[src/rtl/barrel_rot_pipe.sv]
// Pipelined WIDTH-bit shift/rotate unit: one binary-weighted shift step per stage,
// valid/ready on both sides, one op per cycle throughput.
module barrel_rot_pipe #(
  parameter int WIDTH = 32,
  parameter int SHW   = $clog2(WIDTH)
) (
  input  logic             clk,
  input  logic             rst,
  input  logic             in_valid,
  output logic             in_ready,
  input  logic [WIDTH-1:0] in_data,
  input  logic [SHW-1:0]   in_amt,
  input  logic [2:0]       in_op,
  output logic             out_valid,
  input  logic             out_ready,
  output logic [WIDTH-1:0] out_data,
  output logic             out_zero
);

  localparam logic [2:0] OP_ROR = 3'b000;
  localparam logic [2:0] OP_ROL = 3'b001;
  localparam logic [2:0] OP_LSR = 3'b010;
  localparam logic [2:0] OP_LSL = 3'b011;
  localparam logic [2:0] OP_ASR = 3'b100;

  // One power-of-two step; composing the steps selected by amt gives the full shift.
  function automatic logic [WIDTH-1:0] shift_step(input logic [WIDTH-1:0] d,
                                                  input logic [2:0]       op,
                                                  input int               s);
    logic signed [WIDTH-1:0] sd;
    sd = d;
    case (op)
      OP_ROR:  shift_step = (d >> s) | (d << (WIDTH - s));
      OP_ROL:  shift_step = (d << s) | (d >> (WIDTH - s));
      OP_LSR:  shift_step = d >> s;
      OP_LSL:  shift_step = d << s;
      OP_ASR:  shift_step = sd >>> s;
      default: shift_step = d;
    endcase
  endfunction

  logic [WIDTH-1:0] r_data [SHW];
  logic [SHW-1:0]   r_amt  [SHW];
  logic [2:0]       r_op   [SHW];
  logic [SHW-1:0]   r_vld;
  logic             r_zero;

  logic [WIDTH-1:0] w_src_data [SHW];
  logic [WIDTH-1:0] w_nxt_data [SHW];
  logic [SHW-1:0]   w_src_amt  [SHW];
  logic [2:0]       w_src_op   [SHW];
  logic [SHW-1:0]   w_src_vld;
  logic [SHW-1:0]   w_adv;
  logic             w_accept;

  assign in_ready = !rst && w_adv[0];
  assign w_accept = in_valid && in_ready;

  // Stage k loads from stage k-1 (stage 0 from the input port) and applies step 2^k.
  always_comb begin : stage_src
    w_src_data[0] = in_data;
    w_src_amt[0]  = in_amt;
    w_src_op[0]   = in_op;
    w_src_vld[0]  = w_accept;
    for (int k = 1; k < SHW; k++) begin
      w_src_data[k] = r_data[k-1];
      w_src_amt[k]  = r_amt[k-1];
      w_src_op[k]   = r_op[k-1];
      w_src_vld[k]  = r_vld[k-1];
    end
    for (int k = 0; k < SHW; k++) begin
      w_nxt_data[k] = w_src_amt[k][k] ? shift_step(w_src_data[k], w_src_op[k], 1 << k)
                                      : w_src_data[k];
    end
  end

  // A stage may load unless it and every stage downstream of it is full while the
  // consumer stalls; written flat so no stage's enable depends on another's.
  always_comb begin : stage_adv
    logic all_full;
    all_full = 1'b1;
    w_adv    = '0;
    for (int k = SHW - 1; k >= 0; k--) begin
      all_full = all_full && r_vld[k];
      w_adv[k] = out_ready || !all_full;
    end
  end

  always_ff @(posedge clk) begin
    if (rst) begin
      r_vld <= '0;
    end else begin
      for (int k = 0; k < SHW; k++) begin
        if (w_adv[k]) r_vld[k] <= w_src_vld[k];
      end
    end
  end

  // Payload moves only with a valid op; the output stage is also cleared by reset.
  always_ff @(posedge clk) begin
    for (int k = 0; k < SHW; k++) begin
      if (w_adv[k] && w_src_vld[k]) begin
        r_data[k] <= w_nxt_data[k];
        r_amt[k]  <= w_src_amt[k];
        r_op[k]   <= w_src_op[k];
      end
    end
    if (w_adv[SHW-1] && w_src_vld[SHW-1]) begin
      r_zero <= (w_nxt_data[SHW-1] == '0);
    end
    if (rst) begin
      r_data[SHW-1] <= '0;
      r_zero        <= 1'b0;
    end
  end

  assign out_valid = r_vld[SHW-1];
  assign out_data  = r_data[SHW-1];
  assign out_zero  = r_zero;

endmodule

[config.mk]
export PLATFORM = sky130hd
export DESIGN_NAME = barrel_rot_pipe
export DESIGN_NICKNAME = d
export VERILOG_FILES = /design/src/rtl/barrel_rot_pipe.sv
export SDC_FILE = /design/constraint.sdc
export NUM_CORES = 1
export LEC_CHECK = 0
export ABC_AREA = 0
export CAP_MARGIN = 20
export CORE_ASPECT_RATIO = 0.5
export CORE_UTILIZATION = 50
export CTS_CLUSTER_DIAMETER = 200
export DETAILED_ROUTE_END_ITERATION = 10
export PLACE_DENSITY = 0.79
export SLEW_MARGIN = 20
export SYNTH_ARGS = -nofsm -noshare
export SYNTH_HDL_FRONTEND = slang
export SYNTH_SLANG_ARGS = --single-unit
export TNS_END_PERCENT = 30
[constraint.sdc]
create_clock -name clk -period 9 [get_ports clk]
set_clock_uncertainty 0.15 [all_clocks]
set_input_delay 2.7 -clock clk [delete_from_list [all_inputs] [get_ports clk]]
set_output_delay 2.7 -clock clk [all_outputs]
set_load 0.01 [all_outputs]
==> results of run 1 <==
## routing by layer
layer,vias to the layer above,part of all wire (%)
met5,-,0
met4,0,2.1
met3,31,6.6
met2,333,44
met1,3439,47
li1,3630,-
## area by class of cell
| class | instances | area share (%) |
|---|---|---|
| clock buffers | 19 | 4.00 |
| clock inverters | 13 | 1.20 |
| inverters | 4 | 0.139 |
| multi-input cells | 666 | 35.0 |
| flip-flops and latches | 188 | 48.6 |
| well taps | 234 | 2.70 |
| repair buffers | 92 | 8.37 |
## worst max-delay path: stages
cell and delay [ns]:
clkdlybuf4s50_1 0.40, nor2b_1 0.24, and2_1 0.32, and3_1 0.30, a21oi_1 0.11, clkdlybuf4s50_1 0.50
## worst min-delay path by stage
stage                            start      endpoint  slack, ns  depth (start not counted)
after floorplan            r_amt[0][8]  r_amt[0][13]       0.25                          0
after CTS                 r_amt[0][14]  r_amt[0][19]       0.28                          0
after detailed placement  r_amt[0][14]  r_amt[0][19]       0.26                          0
after global routing       r_amt[0][4]   r_amt[0][9]       0.28                          0
final                     r_amt[0][14]  r_amt[0][19]       0.27                          0
after global placement     r_amt[0][3]   r_amt[0][8]       0.25                          0
## sequential cells by signal, indices dropped and copies added, names as in the netlist
name	count
out_zero	1
r_data	160
r_op	12
r_amt	10
r_vld	5
## per-stage QoR
stage	hold slack [ns]	power (mW)	util [%]	instance area [sq um]	setup slack [ns]
6_report	0.275	1.84	60.8	10800	1.58
5_1_grt	0.279	1.90	60.8	10800	1.46
4_1_cts	0.276	1.85	60.5	10800	1.57
3_5_place_dp	0.259	1.13	57.3	10200	1.57
3_3_place_gp	0.253	1.12	57.3	10200	1.62
2_1_floorplan	0.250	1.08	-	9360	2.66
## Yosys cell counts, types with 10 or more instances
cell type,count,area [sq um]
dfxtp_1,38,761
a2bb2oi_1,16,140
clkbuf_1,60,225
nor2b_1,15,93.8
o22ai_1,15,93.8
a22oi_1,119,893
a21oi_1,59,295
a21boi_0,15,113
nor2_1,29,109
edfxtp_1,150,4500
a221o_1,11,110
buf_2,10,50.1
nand2_1,166,623
o21ai_0,160,801
## power by group
part           total (mW)  switching [mW]  internal (mW)
combinational       0.126          0.0725         0.0536
sequential          0.988          0.0206          0.967
clock               0.728           0.339          0.389
## kinds of logic after synthesis
logic type / Yosys count / synth area share, %
flops: 188 / 56.3
mux: 1 / 0.107
simple gates: 246 / 11.5
compound gates: 419 / 28.3
buf+inv: 82 / 3.88
==> results.json, run 1 <==
{
  "achievable-frequency_mhz": 135,
  "cts_num_sinks": 188,
  "final.setup.tns_ns": 0,
  "ios": 79,
  "end_kind": "output pin",
  "area_growth_pct": 15.7,
  "ff2ff_setup_slack_ns": 6.12,
  "detailroute.via_count": 7433,
  "cts_resized": 0,
  "htree_num_levels": 4,
  "synth-main-ff-cell": "edfxtp_1",
  "grt_util_met2_pct": 34.9,
  "synth.net_count": 980,
  "drt-initial-drc-count": 734,
  "data_arrival_time_of_the_critical_path_ns": 4.57,
  "synthesis.area_sq_mm": 0.00936,
  "clk_pin_slew_worst_paths_ns": 0.07,
  "drt.antenna.violating_nets": 0,
  "setup_repair_after_global_routing_missed_its_margin": "false",
  "endpoint": "in_ready",
  "crit_path_max_fanout": 5,
  "floorplan.die.height_microns": 98.7,
  "timing.critical_path.required_ns": 6.15,
  "final-seq-area_sq_mm": 0.00527,
  "ctsLongestPathBuffers": 2,
  "detail_route.wirelength_mm": 21.3,
  "total_leakage_power_nw": 3.64,
  "layout_commonest_cell": "nand2_1",
  "ys_ff_latch": 188,
  "timing.final.crit_share_pct": 82.5,
  "clock_insertion_delay_worst_skew_ns": 0.44,
  "post_synth_inst_count": 936,
  "finalMaxSlewViolations": 0,
  "global_route.usage.met3_pct": 4.48,
  "outcome": "completed",
  "setup.worst_path.class": "input port to output pin",
  "drt_pass1_iterations": 5,
  "cts-buffers-inserted": 17,
  "wire_length_of_the_first_global_routing_pass_mm": 34.1,
  "post_dp_hpwl_mm": 14.8,
  "final_layout_size_suffix_gt1_share_pct": 6.21,
  "tritoncts_clock_tree": "done",
  "most-common-layout-cells": "166 x nand2_1, 158 x o21ai_0, 150 x edfxtp_1",
  "timing.final.crit_period_ns": 7.42,
  "wl_per_cell_microns": 17.5,
  "crit-reg2reg-launch": "r_op[0][10]",
  "synthesis.area_per_instance_sq_um": 10.0,
  "yosysSeqAreaShare_pct": 56.3,
  "r2r_end": "out_zero",
  "dieArea_sq_mm": 0.0193,
  "final.fill_count": 1421,
  "worst_ir_drop_vdd_mv": 0.109,
  "worst_r2r_path_depth": 6,
  "busiest_layer": "met2",
  "yosys_warnings": 0,
  "post-route-drc-count": 0,
  "multiInputGateArea_sq_mm": 0.00379,
  "tightestPinTransition_ns": 1.03,
  "pwr_density_cell_mw_per_mm2": 170,
  "maxcap_viol_count": 0,
  "async_reset_ff_share_pct": 0,
  "timing.slew.headroom_pct": 31.1,
  "nNetsFinal": 1013,
  "hold_viol": 0,
  "post_cts_buffers": 0,
  "globalplace.congestion": 0.959,
  "start_util_pct": 52.5,
  "beginning_of_the_critical_path": "out_ready",
  "min_path_type": "register to register",
  "largest_net_degree_at_the_start_of_global_routing": 61,
  "num_antenna_cells": 0,
  "cts_root_buf": "clkbuf_16",
  "number_of_global_route_vias_before_repair": 6611,
  "timing.critical_path.from_type": "input port",
  "die-width_microns": 195,
  "row_count": 34,
  "overflow": 0,
  "synth_edf_count": 150,
  "io_buffers": 78,
  "ctsHoldBuffers": 0,
  "avgViaCountPerCell": 6.11,
  "met1_usage_pct": 31.0,
  "post_layout_nonfiller_instances": 1216,
  "core_area_sq_mm": 0.0178,
  "setup_violations": 0,
  "synthDistinctLibCells": 51,
  "number_of_antenna_violations_at_the_first_check_in_global_routing": 0,
  "placed_cells_incl_taps": 1183,
  "track_usage_pct": 22.4
}
(Power assumes the default switching activity.)
==> run 2, diff against run 1 <==
- PLACE_DENSITY: 0.79 -> 0.82
- clock period: 9 -> 6 ns (I/O delays scaled with it)
==> results.json, run 2 (same netlist as run 1, synthesis figures left out) <==
{
  "most-common-layout-cells": "166 x nand2_1, 158 x o21ai_0, 150 x edfxtp_1",
  "ctsLongestPathBuffers": 2,
  "pre_cts_slack_ns": 0.331,
  "final.setup.tns_ns": 0,
  "num_antenna_cells": 0,
  "timing.final.crit_share_pct": 94.3,
  "cts_num_sinks": 188,
  "row_count": 34,
  "area_growth_pct": 15.9,
  "track_usage_pct": 22.7,
  "timing.critical_path.required_ns": 4.05,
  "post_layout_nonfiller_instances": 1216,
  "achievable-frequency_mhz": 177,
  "avgViaCountPerCell": 6.27,
  "setup_repair_after_global_routing_missed_its_margin": "false",
  "placed_cells_incl_taps": 1182,
  "floorplan.die.height_microns": 98.7,
  "final.setup.worst_slack_ns": 0.342,
  "fin_total_pwr_mw": 2.74,
  "hold_viol": 0,
  "design_area_sq_mm": 0.0108,
  "drt_pass1_iterations": 6,
  "p_comb_share_pct": 7.0,
  "ctsHoldBuffers": 0,
  "pwr-share-seq_pct": 54.0,
  "pwr_density_cell_mw_per_mm2": 253,
  "drt.antenna.violating_nets": 0,
  "cts_root_buf": "clkbuf_16",
  "placed_area_sq_mm": 0.0102,
  "timing.slew.headroom_pct": 29.1,
  "start_util_pct": 52.5,
  "maxcap_viol_count": 0,
  "worst_hold_slack_ns": 0.269,
  "number_of_antenna_violations_at_the_first_check_in_global_routing": 0,
  "largest_net_degree_at_the_start_of_global_routing": 61,
  "timing.critical_path.from_type": "input port",
  "tritoncts_clock_tree": "done",
  "post_cts_buffers": 0,
  "drt-initial-drc-count": 703,
  "io_buffers": 78,
  "worst_ir_drop_vdd_mv": 0.206,
  "setup_violations": 0,
  "largest_registers": "r_data (160), r_op (12), r_amt (10)",
  "data_arrival_time_of_the_critical_path_ns": 3.71,
  "setup.worst_path.class": "input port to output pin",
  "wire_length_of_the_first_global_routing_pass_mm": 34.8,
  "overflow": 0,
  "final_layout_size_suffix_gt1_share_pct": 6.42,
  "power.share.switching_pct": 24.3,
  "total_leakage_power_nw": 3.65,
  "detail_route.wirelength_mm": 21.7,
  "dieArea_sq_mm": 0.0193,
  "layout_commonest_cell": "nand2_1",
  "min_path_type": "register to register",
  "post-route-drc-count": 0,
  "timing.final.crit_period_ns": 5.66,
  "cts-buffers-inserted": 17,
  "die-width_microns": 195,
  "finalMaxSlewViolations": 0,
  "cell_internal_pwr_mw": 2.08,
  "number_of_global_route_vias_before_repair": 6756,
  "netSwitchingPower_mw": 0.666,
  "end_kind": "output pin",
  "largest_reg_flops": 160,
  "post_layout_util_pct": 60.8,
  "outcome": "completed",
  "globalplace.congestion": 0.946,
  "crit_path_max_fanout": 5,
  "wl_per_cell_microns": 17.8,
  "clk_pin_slew_worst_paths_ns": 0.07,
  "htree_num_levels": 4,
  "cts_resized": 0,
  "post_dp_hpwl_mm": 14.9,
  "largest-register": "r_data",
  "core_area_sq_mm": 0.0178,
  "power.clock.fraction_pct": 39.0,
  "final.fill_count": 1423,
  "nNetsFinal": 1013,
  "ios": 79,
  "clock_insertion_delay_worst_skew_ns": 0.43,
  "detailroute.via_count": 7629,
  "tightestPinTransition_ns": 1.06
}
[run 2: cell types whose count changed in the layout (fill, tap and decap cells not counted), sizes merged]
cell | previous run | this run
bufinv | 1 | 0
clkinv | 2 | 10
inv | 11 | 8
clkbuf | 19 | 17
clkinvlp | 3 | 1
[run 2: power by group through the flow]
stage	registers (mW)	clock network (mW)	logic (mW)
6_report	1.48	1.07	0.193
5_1_grt	1.48	1.14	0.215
4_1_cts	1.48	1.08	0.187
3_5_place_dp	1.51	0	0.186
3_3_place_gp	1.51	0	0.179
2_1_floorplan	1.50	0	0.116
[run 2: critical path, cell delays in order]
cell             delay (ns)
clkdlybuf4s50_1        0.40
nor2b_1                0.27
and2_1                 0.33
and3_1                 0.31
a21oi_1                0.11
clkdlybuf4s50_1        0.48
[run 2: path summary, 6_finish.rpt]
path	cells past startpoint	slack [ns]	from	to
max reg2reg	6	3.17	r_op[0][10]	out_zero
min	0	0.27	r_amt[0][14]	r_amt[0][19]
min reg2reg	0	0.27	r_amt[0][14]	r_amt[0][19]
max	6	0.34	out_ready	in_ready
[run 2: layer usage]
layer / part of all wire (%) / wire length [microns] / global-route usage (%) / vias to the layer above
met5: 0 / 0 / 0 / -
met4: 1.4 / 299 / 7.57 / 0
met3: 6.6 / 1430 / 4.14 / 35
met2: 46 / 9910 / 36.4 / 355
met1: 46 / 10100 / 31.3 / 3605
li1: - / - / - / 3634
[run 2: area by class of cell]
type	instances	area (sq um)	area share [%]
repair buffers	92	918	8.47
multi-input cells	666	3790	34.9
flip-flops and latches	188	5270	48.6
inverters	4	15.0	0.138
well taps	234	293	2.70
clock buffers	17	425	3.92
clock inverters	15	140	1.29
